**config.mk**
```make
export PLATFORM = sky130hd
export DESIGN_NAME = instr_fetch_unit
export DESIGN_NICKNAME = d
export VERILOG_FILES = /design/src/rtl/instr_fetch_unit.sv
export SDC_FILE = /design/constraint.sdc
export NUM_CORES = 1
export LEC_CHECK = 0
export CAP_MARGIN = 10
export CORE_AREA = 2 2 139 141
export DETAILED_ROUTE_END_ITERATION = 6
export DIE_AREA = 0 0 141 143
export PLACE_DENSITY_LB_ADDON = 0.3
export SLEW_MARGIN = 15
export SYNTH_ARGS = -nofsm -noshare
export SYNTH_HDL_FRONTEND = slang
export SYNTH_SLANG_ARGS = --single-unit
```
**constraint.sdc**
```tcl
create_clock -name CLOCK_50 -period 2.85 [get_ports CLOCK_50]
set_clock_uncertainty 0.15 [all_clocks]
set_input_delay 0.57 -clock CLOCK_50 [delete_from_list [all_inputs] [get_ports CLOCK_50]]
set_output_delay 0.57 -clock CLOCK_50 [all_outputs]
set_load 0.01 [all_outputs]
```
**src/rtl/instr_fetch_unit.sv**
```systemverilog
// instr_fetch_unit: instruction fetch front end for the 16-bit processor.
// Issues sequential addresses to a 1-cycle-latency synchronous instruction
// memory, captures returned words into a small prefetch FIFO and hands them
// to decode over a valid/ready handshake. Branch/jump redirects flush all
// prefetched and in-flight words.
//
// Optional feature macro: IFETCH_FAST_REDIRECT_EN
//   defined   -> redirect_pc drives mem_addr combinationally in the redirect
//                cycle, saving one cycle of redirect penalty.
//   undefined -> mem_addr is purely registered (3-cycle redirect penalty).
module instr_fetch_unit #(
    parameter int ADDR_W = 12,
    parameter int DATA_W = 16,
    parameter int DEPTH  = 4
) (
    input  logic                       CLOCK_50,
    input  logic                       reset,
    output logic [ADDR_W-1:0]          mem_addr,
    input  logic [DATA_W-1:0]          mem_q,
    input  logic                       redirect,
    input  logic [ADDR_W-1:0]          redirect_pc,
    output logic                       instr_valid,
    input  logic                       instr_ready,
    output logic [DATA_W-1:0]          instr,
    output logic [ADDR_W-1:0]          instr_pc,
    output logic [$clog2(DEPTH):0]     fifo_count
);

    localparam int PTR_W = $clog2(DEPTH);
    localparam int CNT_W = PTR_W + 1;

    localparam logic [PTR_W-1:0]  PTR_ZERO = {PTR_W{1'b0}};
    localparam logic [PTR_W-1:0]  PTR_ONE  = {{(PTR_W-1){1'b0}}, 1'b1};
    localparam logic [CNT_W-1:0]  CNT_ZERO = {CNT_W{1'b0}};
    localparam logic [CNT_W-1:0]  CNT_ONE  = {{(CNT_W-1){1'b0}}, 1'b1};
    localparam logic [ADDR_W-1:0] PC_ZERO  = {ADDR_W{1'b0}};
    localparam logic [ADDR_W-1:0] PC_ONE   = {{(ADDR_W-1){1'b0}}, 1'b1};
    localparam logic [DATA_W-1:0] WORD_ZERO = {DATA_W{1'b0}};
    // One extra bit so count + inflight can never wrap in the compare.
    localparam logic [CNT_W:0]    DEPTH_C  = (CNT_W+1)'(DEPTH);

    // Fetch state
    logic [ADDR_W-1:0] fetch_pc_q,    fetch_pc_d;
    logic              inflight_q,    inflight_d;
    logic [ADDR_W-1:0] inflight_pc_q, inflight_pc_d;

    // Prefetch FIFO state
    logic [DATA_W-1:0] word_q [DEPTH];
    logic [DATA_W-1:0] word_d [DEPTH];
    logic [ADDR_W-1:0] pc_q   [DEPTH];
    logic [ADDR_W-1:0] pc_d   [DEPTH];
    logic [PTR_W-1:0]  rd_ptr_q, rd_ptr_d;
    logic [PTR_W-1:0]  wr_ptr_q, wr_ptr_d;
    logic [CNT_W-1:0]  count_q,  count_d;

    // Handshake / control
    logic [CNT_W:0]    credit_s;
    logic              issue_s;
    logic              push_s;
    logic              pop_s;
    logic              write_en_s;

    // Conservative credit: a same-cycle pop is ignored so the FIFO never overflows.
    always_comb begin
        credit_s   = {1'b0, count_q} + {{CNT_W{1'b0}}, inflight_q};
        issue_s    = (credit_s < DEPTH_C);
        push_s     = inflight_q;
        pop_s      = (count_q != CNT_ZERO) && instr_ready;
        write_en_s = push_s && !redirect;
    end

    // Next-state for fetch pointer, in-flight tracking and FIFO pointers/count.
    always_comb begin
        fetch_pc_d    = fetch_pc_q;
        inflight_d    = 1'b0;
        inflight_pc_d = inflight_pc_q;
        rd_ptr_d      = rd_ptr_q;
        wr_ptr_d      = wr_ptr_q;
        count_d       = count_q;
        if (redirect) begin
            // Redirect wins over issue, push and pop: everything queued is dropped.
            rd_ptr_d = PTR_ZERO;
            wr_ptr_d = PTR_ZERO;
            count_d  = CNT_ZERO;
`ifdef IFETCH_FAST_REDIRECT_EN
            // Target address went out on mem_addr this cycle, so it is in flight.
            inflight_d    = 1'b1;
            inflight_pc_d = redirect_pc;
            fetch_pc_d    = redirect_pc + PC_ONE;
`else
            // Word returning next cycle belongs to the old path and is discarded.
            inflight_d    = 1'b0;
            fetch_pc_d    = redirect_pc;
`endif
        end else begin
            if (issue_s) begin
                inflight_d    = 1'b1;
                inflight_pc_d = fetch_pc_q;
                fetch_pc_d    = fetch_pc_q + PC_ONE;
            end else begin
                inflight_d    = 1'b0;
                fetch_pc_d    = fetch_pc_q;
            end
            if (push_s) begin
                wr_ptr_d = wr_ptr_q + PTR_ONE;
            end else begin
                wr_ptr_d = wr_ptr_q;
            end
            if (pop_s) begin
                rd_ptr_d = rd_ptr_q + PTR_ONE;
            end else begin
                rd_ptr_d = rd_ptr_q;
            end
            case ({push_s, pop_s})
                2'b10:   count_d = count_q + CNT_ONE;
                2'b01:   count_d = count_q - CNT_ONE;
                default: count_d = count_q;
            endcase
        end
    end

    // Next-state for FIFO storage: the returning word lands at the write pointer.
    always_comb begin
        for (int i = 0; i < DEPTH; i++) begin
            if (write_en_s && (wr_ptr_q == PTR_W'(i))) begin
                word_d[i] = mem_q;
                pc_d[i]   = inflight_pc_q;
            end else begin
                word_d[i] = word_q[i];
                pc_d[i]   = pc_q[i];
            end
        end
    end

    // State registers with asynchronous active-low reset clearing everything.
    always_ff @(posedge CLOCK_50 or negedge reset) begin
        if (!reset) begin
            fetch_pc_q    <= PC_ZERO;
            inflight_q    <= 1'b0;
            inflight_pc_q <= PC_ZERO;
            rd_ptr_q      <= PTR_ZERO;
            wr_ptr_q      <= PTR_ZERO;
            count_q       <= CNT_ZERO;
            for (int i = 0; i < DEPTH; i++) begin
                word_q[i] <= WORD_ZERO;
                pc_q[i]   <= PC_ZERO;
            end
        end else begin
            fetch_pc_q    <= fetch_pc_d;
            inflight_q    <= inflight_d;
            inflight_pc_q <= inflight_pc_d;
            rd_ptr_q      <= rd_ptr_d;
            wr_ptr_q      <= wr_ptr_d;
            count_q       <= count_d;
            for (int i = 0; i < DEPTH; i++) begin
                word_q[i] <= word_d[i];
                pc_q[i]   <= pc_d[i];
            end
        end
    end

    // Output drive: memory address and FIFO head presentation.
    always_comb begin
`ifdef IFETCH_FAST_REDIRECT_EN
        if (redirect) begin
            mem_addr = redirect_pc;
        end else begin
            mem_addr = fetch_pc_q;
        end
`else
        mem_addr = fetch_pc_q;
`endif
        instr_valid = (count_q != CNT_ZERO);
        instr       = word_q[rd_ptr_q];
        instr_pc    = pc_q[rd_ptr_q];
        fifo_count  = count_q;
    end

endmodule

```
==> flow_summary.ini, run 1 <==
[status]
status = finished clean

[place]
place_inst = 704
placedInstanceArea_sq_mm = 0.00742
hpwl_microns = 8310
io_buffers = 75
routabilityCongestion = 0.772

[logic_synthesis]
synthDistinctLibCells = 35
syn_area_per_cell_sq_um = 15.8
yosys.area.top_type_share = 0.559
yosysWarnings = 0
synth.area.top_cells = dfrtp_1 56%, mux2_2 20%, mux4_2 9.8%
synth_common_cells = 144 x dfrtp_1, 114 x mux2_2, 28 x mux4_2, 14 x nand2_1, 12 x mux2_1
ys_ff_latch = 144
synth-seq-area-share = 0.559
async_flop_share = 1.00
syn_nets = 445
yosys.area.top_type = dfrtp_1
synthMostInstantiatedCell = dfrtp_1
synth_flop_cell = dfrtp_1
synth_edf_count = 0
synthesis.area_sq_mm = 0.00644
syn_inst = 407

[detailed_routing]
routed_via_density = 5.11
vias = 3759
drt_wl_total_microns = 13500
ant_nets = 0
drc = 0
first_iter_violations = 171
wire_per_inst_microns = 18.3
first_pass_iters = 4

[timing]
setup_tns_ps = 0
worstMarginPinSlew_ps = 848
final-setup-viol-count = 0
slew_headroom = 0.435
fin_crit_sh = 0.973
hold_violations = 0
grt_setup_unrepaired = false
timing.final.crit_period_ps = 2770
drv_slew = 0
fmax_mhz = 361

[critical_path]
r2r_end = fifo_count[2]$_DFFE_PN0P_
cp_cell_sequence = buf_12 -> mux4_2 -> clkdlybuf4s50_1
worst_setup_path_end_kind = output pin
crit_arrival_ps = 2050
cp_max_fo = 15
crit_path_start_kind = flip-flop
r2r_start = fifo_count[1]$_DFFE_PN0P_
r2r_slack_ps = 460
cp_slowest_cell = mux4_2
cp.required_ps = 2130
ff2ff_path_depth = 7
critical_path.max_stage_delay_ps = 540
critPathKind = flip-flop to output pin

[floorplan]
ios = 76
fp.dieH_microns = 143
die-area_sq_mm = 0.0202
core_area_sq_mm = 0.0186
std_cell_rows = 50
die_width_microns = 141
start_util = 0.347

[pwr]
p_total_mw = 8.82
p_per_area_mw_per_mm2 = 1100
p_leak_nw = 3.64
ir_drop_uv = 477

[clocking]
hold_buffers = 0
numClockSinks = 144
cts_buffers = 17
ctsRootBufferMaster = clkbuf_16
cts_buffer_depth = 2
htreeDepth = 4
cts.reportedPaths.clkPinSlew_ps = 60
cts_tree = yes
clock_latency_ps = 410

[global_route]
grt_pass1_vias = 4020
antenna_found_initial = 0
grt_max_degree = 89
overflow = 0
grt_first_pass_wirelength_microns = 22100
grt_usage = 0.145

[layout]
fillers = 1651
multi_input_area_sq_mm = 0.00267
regArea_sq_mm = 0.00360
drive_above_1_share = 0.384
area_delta_synth_final_pct = 24.8
nNetsFinal = 534
antenna_cells = 0
final_area_sq_mm = 0.00804
finalNonFillerCells = 736

[min_path]
hp-class = input pin to asynchronous set/reset pin

[run]
drv_cap = 0
==> logic make-up (layout without fill, tap and decap cells) <==
group / count (synthesis) / count (layout) / synth area share
flops: 144 / 144 / 0.559
fa+ha+maj: 6 / 6 / 0.0128
xor+xnor: 15 / 15 / 0.0204
compound gates: 13 / 13 / 0.0138
buf+inv: 23 / 118 / 0.0254
mux: 158 / 158 / 0.324
simple gates: 48 / 48 / 0.0437
==> per-stage QoR <==
step / utilization / setup slack, ps / hold slack [ps]
floorplan: - / 567 / 124
global placement: 0.400 / 235 / 318
detailed placement: 0.400 / 193 / 330
CTS: 0.430 / 0.101 / 102
global route: 0.433 / 1.40 / 143
finish: 0.433 / 77.3 / 59.9
==> flip-flops by register name (all words and copies together), names as in the netlist <==
signal / count
wr_ptr_q: 2
inflight_pc_q: 12
mem_addr: 12
fifo_count: 3
rd_ptr_q: 2
inflight_q: 1
pc_q: 48
word_q: 64
==> cell usage in the layout (no fill, tap or decap), types with 9 or more instances in the layout <==
cell type and count:
dfrtp_1 143, mux2_2 114, clkdlybuf4s50_1 54, mux4_2 28, clkbuf_16 17, nand2_1 14, mux2_1 12, buf_4 12
dlymetal6s2s_1 11, xor2_1 9, o21ai_0 9, dlygate4sd2_1 9
==> repair_timing <==
item / 4_1_cts / 5_1_grt
endpoints found under the hold margin: 0 / 0
gates resized for setup: 10 / 11
buffers inserted: 2 / 4
gates cloned: 1 / 0
setup endpoints to repair: 27 / 17
==> critical path: cells and delay by family, from the launching register on <==
kind / cells / cell delay (ps)
buffers and inverters: 2 / 670
muxes: 1 / 540
DFF: 1 / 410
==> worst max-delay path by stage <==
stage / from / end / slack (ps)
floorplan: fifo_count[1]$_DFFE_PN0P_ / fifo_count[2]$_DFFE_PN0P_ / 570
global placement: instr_ready / fifo_count[2]$_DFFE_PN0P_ / 230
detailed placement: instr_ready / fifo_count[2]$_DFFE_PN0P_ / 190
CTS: rd_ptr_q[0]$_DFFE_PN0P_ / instr[1] / 0.1
global route: rd_ptr_q[0]$_DFFE_PN0P_ / instr[9] / 1
finish: rd_ptr_q[0]$_DFFE_PN0P_ / instr_pc[1] / 80
==> layout make-up <==
class | count | area share
clock buffer | 24 | 0.0636
clock inverter | 1 | 0.000622
inverter | 2 | 0.000934
multi-input combinational | 240 | 0.333
sequential | 144 | 0.448
tap | 234 | 0.0364
timing repair buffer | 91 | 0.118
==> power by group <==
| group | internal, mW | switching (mW) | leakage (nW) |
|---|---|---|---|
| clock | 1.21 | 0.749 | 0.258 |
| sequential | 2.97 | 0.591 | 1.80 |
| combinational | 2.07 | 1.23 | 1.58 |
==> routing by layer <==
| layer | wire length, microns | track usage | up-vias | part of all wire |
|---|---|---|---|---|
| met2 | 6480 | 0.233 | 78 | 0.48 |
| met1 | 6260 | 0.190 | 1989 | 0.46 |
| li1 | - | - | 1671 | - |
| met5 | 0 | 0 | - | 0 |
| met4 | 241 | 0.0579 | 0 | 0.018 |
| met3 | 483 | 0.0359 | 21 | 0.036 |
Power figures use the tool's default switching activity.
==> run 2: changes to the inputs <==
CORE_AREA = 2 2 127 154   (was 2 2 139 141)
DIE_AREA = 0 0 129 156   (was 0 0 141 143)
==> run 2 against run 1 <==
Compared with the run above: clock power rose by 16%; wire length rose by 0.39%; register-to-register slack barely moved; first-iteration DRC count fell by 20%; combinational power barely moved; critical endpoint is now instr_pc[7]; largest power group unchanged.
==> flow_summary.ini, run 2 (synthesized netlist as in run 1, its figures left out) <==
[status]
status = finished clean

[critical_path]
cp_max_fo = 5
crit_family = buffers and inverters
critPathKind = flip-flop to output pin
crit_buf_inv = 2
cp_slowest_cell = mux4_2
critical_path.max_stage_delay_ps = 540
r2r_end = fifo_count[2]$_DFFE_PN0P_
ff2ff_path_depth = 7
r2r_slack_ps = 460
r2r_start = fifo_count[0]$_DFFE_PN0P_
cp.required_ps = 2130
cp_cell_sequence = buf_4 -> mux4_2 -> clkdlybuf4s50_1
crit_path_start_kind = flip-flop
worst-path-stages = 3
critPathCapture = instr_pc[7]
crit_arrival_ps = 2070
worst_setup_path_end_kind = output pin
startpoint = rd_ptr_q[0]$_DFFE_PN0P_

[place]
hpwl_microns = 8750
placedInstanceArea_sq_mm = 0.00757
io_buffers = 75
routabilityCongestion = 0.723

[pwr]
ir_drop_uv = 470
p_per_area_mw_per_mm2 = 1110
p_leak_nw = 3.64

[layout]
drive_above_1_share = 0.396
antenna_cells = 0
area_delta_synth_final_pct = 28.0
final_util = 0.442
layout_common_cells = 142 x dfrtp_1, 114 x mux2_2, 57 x clkdlybuf4s50_1
final_common_cell = dfrtp_1
largestRegisters = word_q: 64 flops, pc_q: 48 flops
largest_reg_flops = 64
regMostFlops = word_q
final_area_sq_mm = 0.00825
fillers = 1683
nNetsFinal = 540

[min_path]
hp-class = flip-flop to flip-flop
hold_start = word_q[2]$_DFFE_PN0P_

[timing]
worstMarginPinSlew_ps = 627
fin_crit_sh = 0.977
fmax_mhz = 359
drv_slew = 0
slew_headroom = 0.581
hold_violations = 0
final-setup-viol-count = 0
setup_tns_ps = 0
grt_setup_unrepaired = false
timing.final.crit_period_ps = 2790

[clocking]
cts_buffers = 17
htreeDepth = 4
numClockSinks = 144
clock_latency_ps = 420
cts_tree = yes
cts.reportedPaths.clkPinSlew_ps = 60
ctsRootBufferMaster = clkbuf_16
cts_buffer_depth = 2

[global_route]
grt_first_pass_wirelength_microns = 22400
grt_pass1_vias = 4214
grt_usage = 0.147
overflow = 0
antenna_found_initial = 0
grt_max_degree = 68

[detailed_routing]
ant_nets = 0
drc = 0
first_iter_violations = 137
routed_via_density = 4.86
first_pass_iters = 4
vias = 3747
drt_wl_total_microns = 13500
wire_per_inst_microns = 17.5

[floorplan]
fp.dieH_microns = 156
die_width_microns = 129
core_area_sq_mm = 0.0186
start_util = 0.345
std_cell_rows = 55
die-area_sq_mm = 0.0201
ios = 76

[run]
drv_cap = 0
==> run 2: changes by cell type in the layout (fill, tap and decap cells not counted), moves of 3 or more <==
| cell | change |
|---|---|
| clkdlybuf4s50_1 | +3 |
| buf_12 | +5 |
| dlygate4sd2_1 | +4 |
| dlymetal6s2s_1 | -7 |
| clkinvlp_4 | +4 |
| inv_6 | +3 |
| bufinv_16 | +3 |
| clkbuf_8 | -5 |
==> run 2: cell type report <==
type | count | area (sq um) | share of cell area
Timing Repair Buffer | 97 | 1030 | 0.125
Tap cell | 256 | 320 | 0.0388
Clock inverter | 11 | 155 | 0.0188
Sequential cell | 144 | 3610 | 0.437
Multi-Input combinational cell | 240 | 2670 | 0.324
Inverter | 2 | 7.51 | 0.000910
Clock buffer | 21 | 450 | 0.0546
==> run 2: repair_timing <==
item | CTS | global route
pin swaps | 0 | 0
gates resized for setup | 14 | 4
endpoints found under the hold margin | 48 | 0
cloned | 1 | 0
hold buffers | 1 | 0
setup buffers | 1 | 2
endpoints found under the setup margin | 22 | 8
==> run 2: routing by layer <==
layer  GRT usage  wire [microns]
met3      0.0442             609
met4      0.0466             163
met2       0.243            6630
met1       0.186            6120
met5           0               0
==> run 2: through the flow <==
step | worst slack (ps) | hold WS (ps) | power (mW) | cells
floorplan | 567 | 124 | 5.52 | 407
global placement | 225 | 318 | 6.82 | 734
detailed placement | 195 | 327 | 6.97 | 734
CTS | 1.72 | 340 | 9.25 | 769
global route | 3.03 | 360 | 9.68 | 771
finish | 64.2 | 338 | 9.12 | 771
==> run 2: worst min-delay path by stage <==
stage,endpoint,slack [ps],cells after the start
after global routing,word_q[16]$_DFFE_PN0P_,360,1
after CTS,word_q[5]$_DFFE_PN0P_,340,1
after global placement,word_q[4]$_DFFE_PN0P_,320,1
after detailed placement,word_q[5]$_DFFE_PN0P_,330,1
after floorplan,fifo_count[0]$_DFFE_PN0P_,120,0
final,word_q[2]$_DFFE_PN0P_,340,1
==> run 2: where the power goes <==
part	leakage (nW)	total, mW	internal [mW]	switching, mW
Sequential	1.80	3.56	2.97	0.590
Combinational	1.56	3.29	2.06	1.22
Clock	0.281	2.27	1.41	0.861
Total	3.64	9.12	6.44	2.68
